[config.mk]
export PLATFORM = sky130hd
export DESIGN_NAME = adder_cs_pipe_flat
export DESIGN_NICKNAME = d
export VERILOG_FILES = /design/src/rtl/adder_cs_pkg.sv /design/src/rtl/adder_cs_pipe_if.sv /design/src/rtl/adder_cs_segment.sv /design/src/rtl/adder_cs_pipe.sv /design/src/flat_wrapper.sv
export SDC_FILE = /design/constraint.sdc
export NUM_CORES = 1
export LEC_CHECK = 0
export CAP_MARGIN = 20
export CELL_PAD_IN_SITES_DETAIL_PLACEMENT = 1
export CELL_PAD_IN_SITES_GLOBAL_PLACEMENT = 2
export CORE_ASPECT_RATIO = 0.5
export CORE_UTILIZATION = 40
export CTS_BUF_LIST = sky130_fd_sc_hd__clkbuf_8 sky130_fd_sc_hd__clkbuf_16
export DETAILED_ROUTE_END_ITERATION = 8
export PLACE_DENSITY_LB_ADDON = 0.1
export SYNTH_ARGS = -nofsm -noshare
export SYNTH_HDL_FRONTEND = slang
export SYNTH_SLANG_ARGS = --single-unit
export TNS_END_PERCENT = 30
[constraint.sdc]
create_clock -name clk -period 10.1 [get_ports clk]
set_clock_uncertainty 0.05 [all_clocks]
set_input_delay 1.01 -clock clk [delete_from_list [all_inputs] [get_ports clk]]
set_output_delay 1.01 -clock clk [all_outputs]
set_load 0.02 [all_outputs]
[src/rtl/adder_cs_pkg.sv]
// Shared constants and helpers for the pipelined carry-select adder/subtractor.
package adder_cs_pkg;

    localparam int DEF_WIDTH = 32;
    localparam int DEF_BLOCK = 4;
    localparam int DEF_SPS   = 2;

    function automatic int nseg(input int width, input int block);
        return width / block;
    endfunction

    // One cycle for the dual-carry precompute plus one per resolve stage.
    localparam int DEF_LATENCY = 1 + nseg(DEF_WIDTH, DEF_BLOCK) / DEF_SPS;

endpackage

[src/rtl/adder_cs_pipe_if.sv]
// Operand/result stream bundle; the adder is the slave, its driver/consumer the master.
interface adder_cs_pipe_if
    import adder_cs_pkg::*;
#(
    parameter int WIDTH = DEF_WIDTH
);
    logic             in_valid;
    logic             in_ready;
    logic [WIDTH-1:0] inA;
    logic [WIDTH-1:0] inB;
    logic             Cin;
    logic             sub;
    logic             out_valid;
    logic             out_ready;
    logic [WIDTH-1:0] outSum;
    logic             Cout;
    logic             Overflow;

    modport slave (
        input  in_valid, inA, inB, Cin, sub, out_ready,
        output in_ready, out_valid, outSum, Cout, Overflow
    );

    modport master (
        output in_valid, inA, inB, Cin, sub, out_ready,
        input  in_ready, out_valid, outSum, Cout, Overflow
    );
endinterface

[src/rtl/adder_cs_segment.sv]
// One BLOCK-bit segment: sum and carry-out for both possible carry-ins.
module adder_cs_segment
    import adder_cs_pkg::*;
#(
    parameter int BLOCK = DEF_BLOCK
) (
    input  logic [BLOCK-1:0]   a,
    input  logic [BLOCK-1:0]   b,
    output logic [2*BLOCK+1:0] pair
);
    typedef struct packed {
        logic [BLOCK-1:0] sum0;
        logic [BLOCK-1:0] sum1;
        logic             c0;
        logic             c1;
    } seg_pair_t;

    seg_pair_t p;

    always_comb begin
        p = '0;
        {p.c0, p.sum0} = {1'b0, a} + {1'b0, b};
        {p.c1, p.sum1} = {1'b0, a} + {1'b0, b} + {{BLOCK{1'b0}}, 1'b1};
    end

    assign pair = p;

endmodule

[src/rtl/adder_cs_pipe.sv]
// Pipelined carry-select add/sub: dual-carry segment precompute, then SEGS_PER_STAGE
// segments resolved per stage, with a collapsing valid/ready pipeline.
module adder_cs_pipe
    import adder_cs_pkg::*;
#(
    parameter int WIDTH          = DEF_WIDTH,
    parameter int BLOCK          = DEF_BLOCK,
    parameter int SEGS_PER_STAGE = DEF_SPS
) (
    input  logic           clk,
    input  logic           rst,
    adder_cs_pipe_if.slave bus
);
    localparam int NSEG = nseg(WIDTH, BLOCK);
    localparam int SPS  = SEGS_PER_STAGE;
    localparam int R    = NSEG / SPS;
    localparam int GW   = SPS * BLOCK;

    typedef struct packed {
        logic [BLOCK-1:0] sum0;
        logic [BLOCK-1:0] sum1;
        logic             c0;
        logic             c1;
    } seg_pair_t;

    logic [WIDTH-1:0]      b_eff;
    logic                  c_eff;
    seg_pair_t [NSEG-1:0]  pair_c;
    logic [1:0]            cm_c;

    logic [R:0]            vld_pipe;
    logic [R:0]            acc;
    logic [R:0]            ld;
    logic [R:0]            cy_q;
    logic [R-1:0][1:0]     cm_q;
    logic                  ovf_q;
    logic [R-1:0]          grp_cout;
    logic                  c_top;
    logic [WIDTH-1:0]      sum_out;

    assign b_eff = bus.sub ? ~bus.inB : bus.inB;
    assign c_eff = bus.sub ? ~bus.Cin : bus.Cin;

    for (genvar s = 0; s < NSEG; s++) begin : g_seg
        adder_cs_segment #(.BLOCK(BLOCK)) u_seg (
            .a    (bus.inA[s*BLOCK +: BLOCK]),
            .b    (b_eff[s*BLOCK +: BLOCK]),
            .pair (pair_c[s])
        );
    end

    // Carry into the top sum bit: [1] if the top segment sees carry-in 1, [0] otherwise.
    assign cm_c = {pair_c[NSEG-1].sum1[BLOCK-1], pair_c[NSEG-1].sum0[BLOCK-1]}
                ^ {2{bus.inA[WIDTH-1] ^ b_eff[WIDTH-1]}};

    // acc[k]: stage k may load this cycle; ld[k]: stage k actually loads.
    always_comb begin : p_hs
        logic a;
        acc = '0;
        ld  = '0;
        a   = !vld_pipe[R] || bus.out_ready;
        acc[R] = a;
        for (int k = R - 1; k >= 0; k--) begin
            ld[k+1] = vld_pipe[k] && a;
            a       = !vld_pipe[k] || a;
            acc[k]  = a;
        end
        ld[0] = bus.in_valid && a;
    end

    always_ff @(posedge clk or posedge rst) begin
        if (rst) begin
            vld_pipe <= '0;
            cy_q     <= '0;
            cm_q     <= '0;
            ovf_q    <= 1'b0;
        end else begin
            if (acc[0]) vld_pipe[0] <= bus.in_valid;
            for (int k = 1; k <= R; k++)
                if (acc[k]) vld_pipe[k] <= vld_pipe[k-1];
            if (ld[0]) begin
                cy_q[0] <= c_eff;
                cm_q[0] <= cm_c;
            end
            for (int k = 1; k <= R; k++)
                if (ld[k]) cy_q[k] <= grp_cout[k-1];
            for (int k = 1; k < R; k++)
                if (ld[k]) cm_q[k] <= cm_q[k-1];
            if (ld[R]) ovf_q <= cm_q[R-1][c_top] ^ grp_cout[R-1];
        end
    end

    // Group g is carried as segment pairs through stages 0..g, resolved into stage g+1,
    // then carried as plain sum bits through stage R.
    for (genvar g = 0; g < R; g++) begin : g_grp
        seg_pair_t [SPS-1:0] pq [g+1];
        logic [GW-1:0]       sq [R-g];
        logic [GW-1:0]       sel;
        logic                cout_g;

        always_comb begin : p_sel
            logic c;
            sel = '0;
            c   = cy_q[g];
            for (int j = 0; j < SPS; j++) begin
                sel[j*BLOCK +: BLOCK] = c ? pq[g][j].sum1 : pq[g][j].sum0;
                c = c ? pq[g][j].c1 : pq[g][j].c0;
            end
            cout_g = c;
        end

        assign grp_cout[g] = cout_g;

        if (g == R - 1) begin : g_top
            logic ct;
            always_comb begin
                ct = cy_q[g];
                for (int j = 0; j < SPS - 1; j++)
                    ct = ct ? pq[g][j].c1 : pq[g][j].c0;
            end
            assign c_top = ct;
        end

        always_ff @(posedge clk or posedge rst) begin
            if (rst) begin
                for (int i = 0; i <= g; i++)  pq[i] <= '0;
                for (int i = 0; i < R - g; i++) sq[i] <= '0;
            end else begin
                if (ld[0]) pq[0] <= pair_c[g*SPS +: SPS];
                for (int i = 1; i <= g; i++)
                    if (ld[i]) pq[i] <= pq[i-1];
                if (ld[g+1]) sq[0] <= sel;
                for (int i = 1; i < R - g; i++)
                    if (ld[g+1+i]) sq[i] <= sq[i-1];
            end
        end

        assign sum_out[g*GW +: GW] = sq[R-g-1];
    end

    assign bus.in_ready  = acc[0];
    assign bus.out_valid = vld_pipe[R];
    assign bus.outSum    = sum_out;
    assign bus.Cout      = cy_q[R];
    assign bus.Overflow  = ovf_q;

endmodule
[src/flat_wrapper.sv]
// flat-port wrapper written by rule: the top's interface ports become plain ports
module adder_cs_pipe_flat import adder_cs_pkg::*;
#(
    parameter int WIDTH          = DEF_WIDTH,
    parameter int BLOCK          = DEF_BLOCK,
    parameter int SEGS_PER_STAGE = DEF_SPS
)
  (clk, rst, bus_in_valid, bus_inA, bus_inB, bus_Cin, bus_sub, bus_out_ready, bus_in_ready, bus_out_valid, bus_outSum, bus_Cout, bus_Overflow);
  adder_cs_pipe_if #(.WIDTH(WIDTH)) bus_i ();
  input  logic clk;
  input  logic rst;
  input wire logic [$bits(bus_i.in_valid)-1:0] bus_in_valid;
  input wire logic [$bits(bus_i.inA)-1:0] bus_inA;
  input wire logic [$bits(bus_i.inB)-1:0] bus_inB;
  input wire logic [$bits(bus_i.Cin)-1:0] bus_Cin;
  input wire logic [$bits(bus_i.sub)-1:0] bus_sub;
  input wire logic [$bits(bus_i.out_ready)-1:0] bus_out_ready;
  output wire logic [$bits(bus_i.in_ready)-1:0] bus_in_ready;
  output wire logic [$bits(bus_i.out_valid)-1:0] bus_out_valid;
  output wire logic [$bits(bus_i.outSum)-1:0] bus_outSum;
  output wire logic [$bits(bus_i.Cout)-1:0] bus_Cout;
  output wire logic [$bits(bus_i.Overflow)-1:0] bus_Overflow;
  assign bus_i.in_valid = bus_in_valid;
  assign bus_i.inA = bus_inA;
  assign bus_i.inB = bus_inB;
  assign bus_i.Cin = bus_Cin;
  assign bus_i.sub = bus_sub;
  assign bus_i.out_ready = bus_out_ready;
  assign bus_in_ready = bus_i.in_ready;
  assign bus_out_valid = bus_i.out_valid;
  assign bus_outSum = bus_i.outSum;
  assign bus_Cout = bus_i.Cout;
  assign bus_Overflow = bus_i.Overflow;
  adder_cs_pipe #(.WIDTH(WIDTH), .BLOCK(BLOCK), .SEGS_PER_STAGE(SEGS_PER_STAGE)) u_core (.clk(clk), .rst(rst), .bus(bus_i));
endmodule
==> flow_metrics.env <==
export IMPL_synth_compound_area_share_pct=6.635
export IMPL_rows=47
export IMPL_synth_top_area_share_pct=54.80
export IMPL_synthDistinctLibCells=36
export IMPL_die_w_um=263.3
export IMPL_wl_um=28110
export IMPL_critPathSlowestCell="clkdlybuf4s50_1"
export IMPL_cts_made_buffers=29
export IMPL_place_congestion=0.7265
export IMPL_clock_path_buffers=3
export IMPL_crit_arrival_ps=2600
export IMPL_vias=8290
export IMPL_ys_flop_type="dfrtp_1"
export IMPL_postPlaceCellArea_mm2=0.01494
export IMPL_clk_latency_ps=560
export IMPL_initial_core_util_pct=40.95
export IMPL_synth_xor_area_share_pct=5.169
export IMPL_fin_ws_ps=6445
export IMPL_syn_cell_area_mm2=0.01365
export IMPL_postLayoutCoreUtil_pct=47.59
export IMPL_critPathKind="in -> out"
export IMPL_clock_sinks=299
export IMPL_grt_overflow_total=0
export IMPL_slew_viol_final=0
export IMPL_synthTopCellsByArea="dfrtp_1, mux2_2, nand2_1"
export IMPL_cp_cell_sequence="clkdlybuf4s50_1 > and4b_1 > nand3_1 > clkdlybuf4s50_1"
export IMPL_maxCapViolCount=0
export IMPL_port_buffers=105
export IMPL_synthToLayoutAreaGrowth_pct=16.23
export IMPL_critPathCaptureType="primary output"
export IMPL_synth_commonest_cells="dfrtp_1, nand2_1, mux2_2"
export IMPL_die_h_um=132.6
export IMPL_intPower_mw=2.895
export IMPL_cp_start_kind="input pin"
export IMPL_drc_errors=0
export IMPL_first_pass_iters=4
export IMPL_whs_path_depth=2
export IMPL_clkTransAtPathRegs_ps=60
export IMPL_synth_fa_ha_area_share_pct=4.930
export IMPL_dp_final_hpwl_um=18610
export IMPL_holdPathEnd="u_core.g_grp[1].pq[36]$_DFFE_PP0P_"
export IMPL_hold_viol_final=0
export IMPL_pwr_share_comb_pct=28.0
export IMPL_post_drt_via_cell_ratio=5.058
export IMPL_cpPeakStageDelay_ps=580
export IMPL_fin_setup_tns_ps=0
export IMPL_p_total_mw=4.162
export IMPL_setup_viol=0
export IMPL_synth_most_common_cell="dfrtp_1"
export IMPL_layout_min_cycle_time_ps=3655
export IMPL_sequentialPowerShare_pct=46.3
export IMPL_grt_pass1_vias=9066
export IMPL_htree_levels=1
export IMPL_worst_r2r_path_depth=4
export IMPL_drive_above_1_share_pct=21.45
export IMPL_cts_setup_buffers=0
export IMPL_path_max_fanout=4
export IMPL_peakVddDrop_mv=0.1343
export IMPL_syn_area_per_cell_um2=12.36
export IMPL_p_clk_share_pct=25.7
export IMPL_maxSlewHeadroom_pct=33.84
export IMPL_power_density_mw_per_mm2=262.2
export IMPL_p_switching_mw=1.266
export IMPL_grt_pass1_wl_um=48000
export IMPL_swShare_pct=30.43
export IMPL_outcome="completed"
export IMPL_antenna_found_initial=0
export IMPL_fmax_mhz=273.6
export IMPL_synth_edf_count=0
export IMPL_regToRegEndpoint="u_core.g_grp[3].pq[40]$_DFFE_PP0P_"
export IMPL_rsz0062_at_grt="no"
export IMPL_pre_cts_slack_ps=5957
export IMPL_cts_resized=0
export IMPL_syn_inst=1105
export IMPL_leakage_nw=7.257
export IMPL_cts_root_buf="clkbuf_16"
export IMPL_yosysSeqAreaShare_pct=54.80
export IMPL_synth_top_family_by_area="multiplexers"
export IMPL_hp_class="reg -> reg"
export IMPL_async_flop_share_pct=100.0
export IMPL_synth_mux_area_share_pct=17.97
export IMPL_io_pins=106
export IMPL_cts_tree="done"
export IMPL_hold_path_startpoint="u_core.g_grp[1].pq[36]$_DFFE_PP0P_"
export IMPL_antenna_cells=0
export IMPL_reg2reg_from="u_core.vld_pipe[4]$_DFFE_PP0P_"
export IMPL_cts_hold_fix_buffers=0
export IMPL_grt_max_degree=111
export IMPL_wl_per_cell_um=17.15
export IMPL_cp_common_cell="clkdlybuf4s50_1"
export IMPL_synth_simple_area_share_pct=6.846
export IMPL_syn_num_nets=1224
export IMPL_drt_iter0_drc=363
export IMPL_ys_warn_count=0
export IMPL_ys_ff_latch=299
export IMPL_fin_area_mm2=0.01587
export IMPL_grt_usage_pct=16.87
export IMPL_min_period_over_period_pct=36.19
export IMPL_worst_pin_slew_ps=988.7
export IMPL_r2r_slack_ps=7160
export IMPL_die_area_mm2=0.03492
export IMPL_coreArea_mm2=0.03334
export IMPL_synth_top_area_cell="dfrtp_1"
export IMPL_ant_nets=0
export IMPL_cp_required_ps=9040
export IMPL_fin_nets=1297
## metal layers
layer,global-route usage (%),part of all wire (%)
met1,22.82,48
met2,28.84,48
met3,2.829,2.4
met4,3.086,1.6
met5,0,0
## critical path: cells and delay by family
| family | cells | cell delay, ps |
|---|---|---|
| buffers and inverters | 2 | 1050 |
| and+or+nand+nor | 2 | 530 |
## state kept, by name, summed over array words and instances (netlist names)
signal and flops:
u_core.bus.outSum 24, u_core.cm_q 8, u_core.vld_pipe 5, u_core.bus.Overflow 1
u_core.g_grp.sq 56, u_core.cy_q 5, u_core.g_grp.pq 200
## power groups by stage
| stage | clock (mW) | combinational, mW | sequential [mW] |
|---|---|---|---|
| finish | 1.07 | 1.17 | 1.93 |
| global route | 1.15 | 1.29 | 1.99 |
| CTS | 1.11 | 1.19 | 1.94 |
| detailed placement | 0 | 1.19 | 1.96 |
| global placement | 0 | 1.15 | 1.93 |
| floorplan | 0 | 0.917 | 1.87 |
## cell families after synthesis
| group | after synthesis |
|---|---|
| flip-flops | 299 |
| AND/OR/NAND/NOR | 226 |
| multiplexers | 222 |
| AO/OA/AOI/OAI | 148 |
| buffers and inverters | 93 |
| XOR/XNOR | 68 |
| adder cells (fa/ha/maj) | 49 |
## cell usage in the layout (no fill, tap or decap), drive strengths merged, types with 2 or more instances in the layout
master	n
clkinv	10
nand2b	9
or2	7
nand2	186
nor2b	2
mux2	182
inv	25
clkbuf	32
o21ai	78
nand3	9
clkinvlp	2
a2111oi	13
xnor2	17
fa	8
xnor3	8
xor2	43
bufinv	2
dfrtp	299
a21o	15
nor2	7
a2111o	3
mux2i	40
buf	11
ha	41
o211ai	14
a21oi	22
clkdlybuf4s50	104
## area by class of cell
type / count / area [um2]
fill: 3431 / 17470
sequential: 299 / 7482
multi-input combinational: 713 / 5704
timing repair buffer: 115 / 1121
clock buffer: 32 / 767.0
tap: 441 / 551.8
clock inverter: 19 / 160.2
inverter: 20 / 82.58
## through the flow
stage,hold slack [ps],std cells
after global routing,433.9,1639
after detailed placement,412.1,1588
after floorplan,391.8,1105
after global placement,404.9,1588
final,418.6,1639
after CTS,426.3,1639
## worst max path at each step
stage                     slack, ps  cells after the start     startpoint                                  to
after floorplan                 780                      1            rst     u_core.bus.Overflow$_DFFE_PP0P_
after CTS                      6390                      4  bus_out_ready                        bus_in_ready
after detailed placement       5960                      5  bus_out_ready  u_core.g_grp[3].pq[44]$_DFFE_PP0P_
after global placement         6010                      5  bus_out_ready  u_core.g_grp[3].pq[46]$_DFFE_PP0P_
after global routing           6340                      4  bus_out_ready                        bus_in_ready
final                          6440                      4  bus_out_ready                        bus_in_ready
Power figures use the tool's default switching activity.
